File: config.mk
export PLATFORM = sky130hd
export DESIGN_NAME = i2c_arbiter_seq
export DESIGN_NICKNAME = d
export VERILOG_FILES = /design/src/rtl/i2c_arbiter_seq.sv
export SDC_FILE = /design/constraint.sdc
export NUM_CORES = 1
export LEC_CHECK = 0
export CAP_MARGIN = 10
export CORE_MARGIN = 5
export CORE_UTILIZATION = 43
export CTS_BUF_LIST = sky130_fd_sc_hd__clkbuf_4 sky130_fd_sc_hd__clkbuf_8 sky130_fd_sc_hd__clkbuf_16
export CTS_CLUSTER_SIZE = 10
export DETAILED_ROUTE_END_ITERATION = 7
export PLACE_DENSITY = 0.83
export REMOVE_ABC_BUFFERS = 1
export SYNTH_ARGS = -nofsm -noshare
export SYNTH_HDL_FRONTEND = slang
export SYNTH_SLANG_ARGS = --single-unit
File: constraint.sdc
create_clock -name i_clk -period 2.3 [get_ports i_clk]
set_clock_uncertainty 0.05 [all_clocks]
set_input_delay 0.23 -clock i_clk [delete_from_list [all_inputs] [get_ports i_clk]]
set_output_delay 0.23 -clock i_clk [all_outputs]
set_load 0.005 [all_outputs]
File: src/rtl/i2c_arbiter_seq.sv
// Shares one I2C controller between a CPU requester (A) and a fixed HW requester (B):
// round-robin grant, launch/finish handshake with the controller, and timeout abort.
module i2c_arbiter_seq #(
    parameter int TIMEOUT     = 100000,
    parameter int SYNC_STAGES = 2
) (
    input  logic        i_clk,
    input  logic        i_rst,
    input  logic        i_a_req,
    input  logic [6:0]  i_a_dev_addr,
    input  logic [7:0]  i_a_reg_addr,
    input  logic [7:0]  i_a_w_data,
    input  logic        i_a_rw,
    input  logic [1:0]  i_a_mode,
    input  logic        i_b_drdy,
    input  logic [31:0] i_status,
    output logic [31:0] o_ctrl,
    output logic [6:0]  o_dev_addr,
    output logic [7:0]  o_reg_addr,
    output logic [7:0]  o_w_data,
    output logic        o_a_done,
    output logic        o_b_done,
    output logic        o_err,
    output logic [1:0]  o_grant,
    output logic        o_busy
);
    // state   | meaning
    // IDLE    | waiting for controller ready and a pending request
    // GRANT   | owner chosen, transaction fields latched
    // LAUNCH  | enable raised, waiting for controller to drop ready
    // BUSY    | transfer running, waiting for a rising edge on finish
    // RELEASE | finish acknowledged, waiting for ready high and finish low
    // ABORT   | timed out, waiting for ready before returning to IDLE
    typedef enum logic [2:0] {IDLE, GRANT, LAUNCH, BUSY, RELEASE, ABORT} state_t;

    localparam int TW = $clog2(TIMEOUT + 1);

    state_t        state;
    logic [1:0]    sync_q [SYNC_STAGES];
    logic          rdy_s;
    logic          fin_s;
    logic          fin_prev;
    logic [TW-1:0] tcnt;
    logic          b_first;
    logic          owner_b;
    logic          en;
    logic          rw;
    logic          ack;
    logic [1:0]    mode;
    logic          pick_b;
    logic          timed_out;
    logic          unused_status;

    assign rdy_s         = sync_q[SYNC_STAGES-1][0];
    assign fin_s         = sync_q[SYNC_STAGES-1][1];
    assign pick_b        = i_b_drdy && (!i_a_req || b_first);
    assign timed_out     = (tcnt == TW'(TIMEOUT - 1));
    assign o_ctrl        = {27'd0, ack, mode, rw, en};
    assign o_busy        = (state != IDLE);
    assign unused_status = ^i_status[31:2];

    always_ff @(posedge i_clk or posedge i_rst) begin
        if (i_rst) begin
            for (int i = 0; i < SYNC_STAGES; i++) sync_q[i] <= 2'b00;
        end else begin
            sync_q[0] <= i_status[1:0];
            for (int i = 1; i < SYNC_STAGES; i++) sync_q[i] <= sync_q[i-1];
        end
    end

    always_ff @(posedge i_clk or posedge i_rst) begin
        if (i_rst) begin
            state      <= IDLE;
            tcnt       <= '0;
            fin_prev   <= 1'b0;
            b_first    <= 1'b1;
            owner_b    <= 1'b0;
            en         <= 1'b0;
            rw         <= 1'b0;
            mode       <= 2'b00;
            ack        <= 1'b0;
            o_dev_addr <= 7'd0;
            o_reg_addr <= 8'd0;
            o_w_data   <= 8'd0;
            o_a_done   <= 1'b0;
            o_b_done   <= 1'b0;
            o_err      <= 1'b0;
            o_grant    <= 2'd0;
        end else begin
            fin_prev <= fin_s;
            ack      <= 1'b0;
            o_a_done <= 1'b0;
            o_b_done <= 1'b0;
            if (state inside {LAUNCH, BUSY, RELEASE}) tcnt <= tcnt + 1'b1;

            case (state)
                IDLE: begin
                    if (rdy_s && (i_a_req || i_b_drdy)) begin
                        state   <= GRANT;
                        o_err   <= 1'b0;
                        owner_b <= pick_b;
                        b_first <= !pick_b;
                        o_grant <= pick_b ? 2'd2 : 2'd1;
                        if (pick_b) begin
                            o_dev_addr <= 7'h1D;
                            o_reg_addr <= 8'h06;
                            o_w_data   <= 8'h00;
                            rw         <= 1'b1;
                            mode       <= 2'd2;
                        end else begin
                            o_dev_addr <= i_a_dev_addr;
                            o_reg_addr <= i_a_reg_addr;
                            o_w_data   <= i_a_w_data;
                            rw         <= i_a_rw;
                            // only single-byte and 11-byte modes exist for the CPU side
                            mode       <= i_a_mode[1] ? 2'b00 : i_a_mode;
                        end
                    end
                end
                GRANT: begin
                    tcnt  <= '0;
                    en    <= 1'b1;
                    state <= LAUNCH;
                end
                LAUNCH: begin
                    if (timed_out) begin
                        state <= ABORT;
                        en    <= 1'b0;
                        o_err <= 1'b1;
                    end else if (!rdy_s) begin
                        state <= BUSY;
                    end
                end
                BUSY: begin
                    // ready may return high between the address-write and read phases;
                    // only a finish edge ends the transfer
                    if (timed_out) begin
                        state <= ABORT;
                        en    <= 1'b0;
                        o_err <= 1'b1;
                    end else if (fin_s && !fin_prev) begin
                        state    <= RELEASE;
                        en       <= 1'b0;
                        ack      <= 1'b1;
                        o_a_done <= !owner_b;
                        o_b_done <= owner_b;
                    end
                end
                RELEASE: begin
                    if (timed_out) begin
                        state <= ABORT;
                        en    <= 1'b0;
                        o_err <= 1'b1;
                    end else if (rdy_s && !fin_s) begin
                        state   <= IDLE;
                        o_grant <= 2'd0;
                    end
                end
                ABORT: begin
                    if (rdy_s) begin
                        state   <= IDLE;
                        o_grant <= 2'd0;
                    end
                end
                default: state <= IDLE;
            endcase
        end
    end
endmodule

Word-level counts from Yosys, hierarchy flattened

Cells that the tools add are included.

Shift-type cells: 0
Multiply operators: 0
Reduce and logical (&&, ||, !) cells: 25
Equal/unequal tests: 15
Add/subtract/negate cells: 1
Magnitude comparators: 0
Multiplexer cells: 39
Div/mod/pow operators: 0
Bitwise logic cells: 0

Operator list:

| cell                  | count |
|---|---|
| $mux 17               | 2 |
| $mux 3                | 8 |
| $pmux 3 s6            | 1 |
| $add 17x1->17 const B | 1 |
| $eq 17x17->1 const B  | 1 |
| $mux 1                | 16 |
| $mux 8                | 2 |
| $mux 2                | 6 |
| $reduce_bool 3->1     | 4 |
| $reduce_and 5->1      | 2 |
| $mux 7                | 1 |
| $eq 3x2->1 const B    | 2 |
| $eq 3x3->1 const B    | 2 |
| $ne 2x1->1 const B    | 3 |
| $ne 2x2->1 const B    | 3 |
| $ne 3x2->1 const B    | 2 |
| $pmux 2 s3            | 1 |
| $reduce_and 3->1      | 2 |
| $logic_not 1->1       | 5 |
| $logic_and 1x1->1     | 4 |
| $reduce_bool 2->1     | 2 |
| $eq 3x1->1 const B    | 1 |
| $logic_not 3->1       | 1 |
| $ne 3x3->1 const B    | 1 |
| other kinds (6)       | 7 |

Bits of input ports: 62
Logic and storage cells: 98
Bits in read-only memories: 0
RAM bits: 0
Latch bits: 0
Memories: 0
Flip-flop bits (word level): 60
Output and inout port bits: 61

Logic depth before layout (Yosys ltp)

Depth in word-level cells: 6
Mapped depth: 8
Depth with buffers taken out: 5

Worst setup path after synthesis

OpenSTA, ideal clock, no wires.

Kind: register to register
Start: register state[1]
End: register tcnt[11]
Path slack: 364 ps
Required time: 2172 ps
Stages on the path, launching flop included: 7
Arrival: 1808 ps
Setup time: 78 ps
Period minus slack after synthesis: 1936 ps
Buffers on the path: 2
Path through: dfrtp_1 > buf_6 > or3b_1 > buf_2 > a21o_1 > or4_1 > a21oi_1

Longest elaborated chain between the ends: 3
Elaborated cells on any way between the ends: 7
Classes of those cells: eq/ne: 4; mux: 1; reduce/logical: 2

RTL lines:

| item                                     | RTL line | text |
|---|---|---|
| from (decl)                              | 38       | `state_t state;` |
| from (signal assigned)                   | 73       | `state <= IDLE;` |
| from (signal assigned)                   | 99       | `state <= GRANT;` |
| from (signal assigned)                   | 123      | `state <= LAUNCH;` |
| $eq 3x2->1 or $eq 3x3->1 (tied branches) | 94       | `if (state inside {LAUNCH, BUSY, RELEASE}) tcnt <= tcnt + 1'b1;` |
| $reduce_bool 3->1                        | 94       |  |
| $reduce_bool 2->1 (no source line)       | --       |  |
| to (signal assigned)                     | 94       |  |
| to (decl)                                | 43       | `logic [TW-1:0] tcnt;` |

Several ways; a longest one is shown, not always the timed one.
A chain may end at the register's enable or synchronous reset.

Final worst setup path

Start: register state[1]
End: register tcnt[13]

Same word-level chain as after synthesis.

==> results.md <==
- Outcome: finished clean
- Netlist cell types: 51
- CTS Root Cell: clkbuf_8
- Fin cells: 481
- Delay-heaviest family, CP: simple AND/OR/NAND/NOR gates
- Fillers: ~580
- Die width: between 90 and 100 um
- Hold_buf cts: 0
- CP max FO: 13
- Predominant post-synthesis flop cell: dfrtp_1
- Final Power: 3.99 mW
- Post-Syn Area: about 0.003 mm2
- Htree depth: 3
- Die ar.: about 0.0087 mm2
- Drt first pass iters: 4
- WHS: 247 ps
- Antenna cells: 0
- Residual DRC count: 0
- Row Count: 30
- Least-Margin Pin Slew: 585 ps
- Total CTS buffers: 9
- Clock buffer depth: 2
- Final nets: 459
- Crit Path Class: reg -> reg
- Post-synth EDFFs: 0
- Complex-gate fraction of the synthesized area: between 10 and 15%
- Post-Route Setup TNS: 0 ps
- Initial Util: between 40% and 50%
- Gr usage total: 17.0%
- Critical-path cell list: or3b_1, a21o_1, or4_1, a21oi_1
- P per Cell Area: 1040 mW/mm2
- Ys async rst share: 100%
- Via density per instance: between 5 and 6
- Largest family of logic cells by synthesized area: simple AND/OR/NAND/NOR gates
- CP max-delay cell: dfrtp_1
- Multiplexer area fraction after synthesis: approximately 1.4%
- Detail Route Antenna Nets: 0
- Lkg Pwr: about 1.8 nW
- Max rail drop VDD: between 0.6 and 0.7 mV
- Worst-Skew Late Latency: about 320 ps
- Final Max Tran Viols: 0
- RR Startpoint: state[1]
- Setup slack, reg-to-reg: between 150 and 200 ps
- I/O pin cnt: 123
- Cells after synthesis: approximately 330
- Postcts setup bufs: 0
- Worst slew margin: about three fifths
- Slowest stage delay, CP: between 500 and 600 ps
- Vias in the first global route: 2582
- Die height: about 93 um
- Worst setup EP type: register
- Max Fclk: ~470 MHz
- Post_cts resized: 0
- Simple-gate share of the synthesized area: a little under a quarter
- Seq/Total Area, Yosys: around half
- RR Endpoint: tcnt[13]
- Final Setup Violations: 0
- Largest net degree at the start of global routing: 28
- DP Cell Count: 465
- Final hold vios: 0
- Detailed placement HPWL: roughly 5400 um
- Worst path bufs/invs: 0
- 1st-iter DRT viols: 148
- CP startpoint kind: register
- Post-synthesis xor/xnor area fraction: between 1.5 and 2%
- MaxCap Viol Count: 0
- Share of post-route cells with drive strength above 1: under 10%
- WL final: between 7000 and 8000 um
- Post-layout min period: between 2000 and 2500 ps
- Flops & latches, synth: slightly below 60
- CP required: ~2500 ps
- Via count: roughly 2500
- First-pass GRT wire length: 11900 um
- R2R depth: 4
- Period utilisation layout: a little over 90%
- Average cell area after synthesis: a little over 9 um2
- Ys Warns: 0
- Wire per inst: 15.1 um
- Clock Pin Slew Worst Setup and Hold Paths: roughly 70 ps
- Gr ovfl total: 0
- Worst EP arrival: 2320 ps
- TritonCTS sink count: a little under 60
- Unrepaired setup endpoints after global routing: false
- Worst hold path type: in -> async
- Post-Synth Adder-Cell Area: less than 1%
- Initial antenna violation count: 0
- Area growth, synth to finish: 28.9%
- Core ar.: between 0.006 and 0.007 mm2
- Final Wtd Congestion: approximately 0.86
- CTS tree: yes
- Port bufs: 65
## kinds of logic after synthesis
| kind of cell | after synthesis |
|---|---|
| XOR/XNOR | 6 |
| multiplexers | 4 |
| AO/OA/AOI/OAI | 58 |
| buffers and inverters | 54 |
| flip-flops | 59 |
| AND/OR/NAND/NOR | 141 |
| other | 1 |
| adder cells (fa/ha/maj) | 2 |
## worst max-delay path by stage
stage	endpoint	from	cells after the start
after floorplan	o_dev_addr[0]	state[1]	4
after global placement	tcnt[11]	state[1]	4
after detailed placement	tcnt[11]	state[1]	4
after CTS	tcnt[13]	state[1]	4
after global routing	tcnt[11]	state[1]	4
final	tcnt[13]	state[1]	4
## placed cells by master, fill, tap and decap left out, types with 2 or more instances in the layout
cell	count
xor2_1	2
a21o_1	2
a32o_1	2
clkbuf_8	10
nor2_1	14
or2_2	2
a21oi_1	13
nor4_1	2
inv_1	7
nor3_1	6
and4_1	4
or4_1	3
nand4_1	3
mux2i_1	3
and2_1	3
xnor2_1	4
buf_4	15
nand3_1	22
a211oi_1	6
a31oi_1	3
dfrtp_1	58
nand2_1	66
nand2b_1	2
clkinvlp_4	2
o21ai_0	19
clkbuf_4	2
o31ai_1	3
nor2b_1	4
or3_1	2
clkdlybuf4s50_1	65
conb_1	27
## where the power goes
part           internal (mW)  leakage [nW]  switching (mW)
sequential              1.34         0.764           0.243
combinational          0.776         0.890           0.689
clock                  0.552        0.0994           0.390
## final cells by class
class / instances / area (um2) / area share (%)
clock buffer: 12 / 153 / 3.98
clock inverter: 4 / 50.0 / 1.30
inverter: 8 / 30.0 / 0.782
multi-input combinational: 238 / 1270 / 33.0
sequential: 59 / 1480 / 38.5
tap: 80 / 100 / 2.61
timing repair buffer: 80 / 763 / 19.9
## stage by stage
stage	cell area [um2]	worst slack (ps)	utilization, %
after global placement	3640	259	53.8
after detailed placement	3640	217	53.8
after CTS	3840	190	56.8
after floorplan	2770	102	-
final	3840	175	56.8
after global routing	3840	55.9	56.8
## cell usage after synthesis, types with 3 or more instances
cell      instances  area, um2
a211oi_1          6       45.0
a21oi_1          13       65.1
a31oi_1           3       18.8
and2_1            3       18.8
and4_1            4       35.0
buf_2             4       20.0
buf_4            31        233
clkbuf_1         10       37.5
dfrtp_1          58       1450
inv_1             8       30.0
mux2i_1           3       30.0
nand2_1          66        248
nand3_1          22        110
nand4_1           3       18.8
nor2_1           14       52.6
nor2b_1           4       25.0
nor3_1            6       30.0
o21ai_0          20        100
o31ai_1           3       22.5
or4_1             3       22.5
xnor2_1           4       35.0
## per-layer routing
| metal | track usage (%) | vias up | routed length (um) |
|---|---|---|---|
| li1 | - | 1214 | - |
| met1 | 20.8 | 1208 | 2980 |
| met2 | 29.5 | 101 | 3750 |
| met3 | 3.22 | 18 | 380 |
| met4 | 6.59 | 0 | 157 |
| met5 | 0 | - | 0 |
## flip-flops by register name, indices dropped and copies added (netlist names), 2 cells and up
register	count
tcnt	17
o_reg_addr	8
o_w_data	8
o_dev_addr	7
state	3
o_grant	2
sync_q	2
Power figures use the tool's default switching activity.
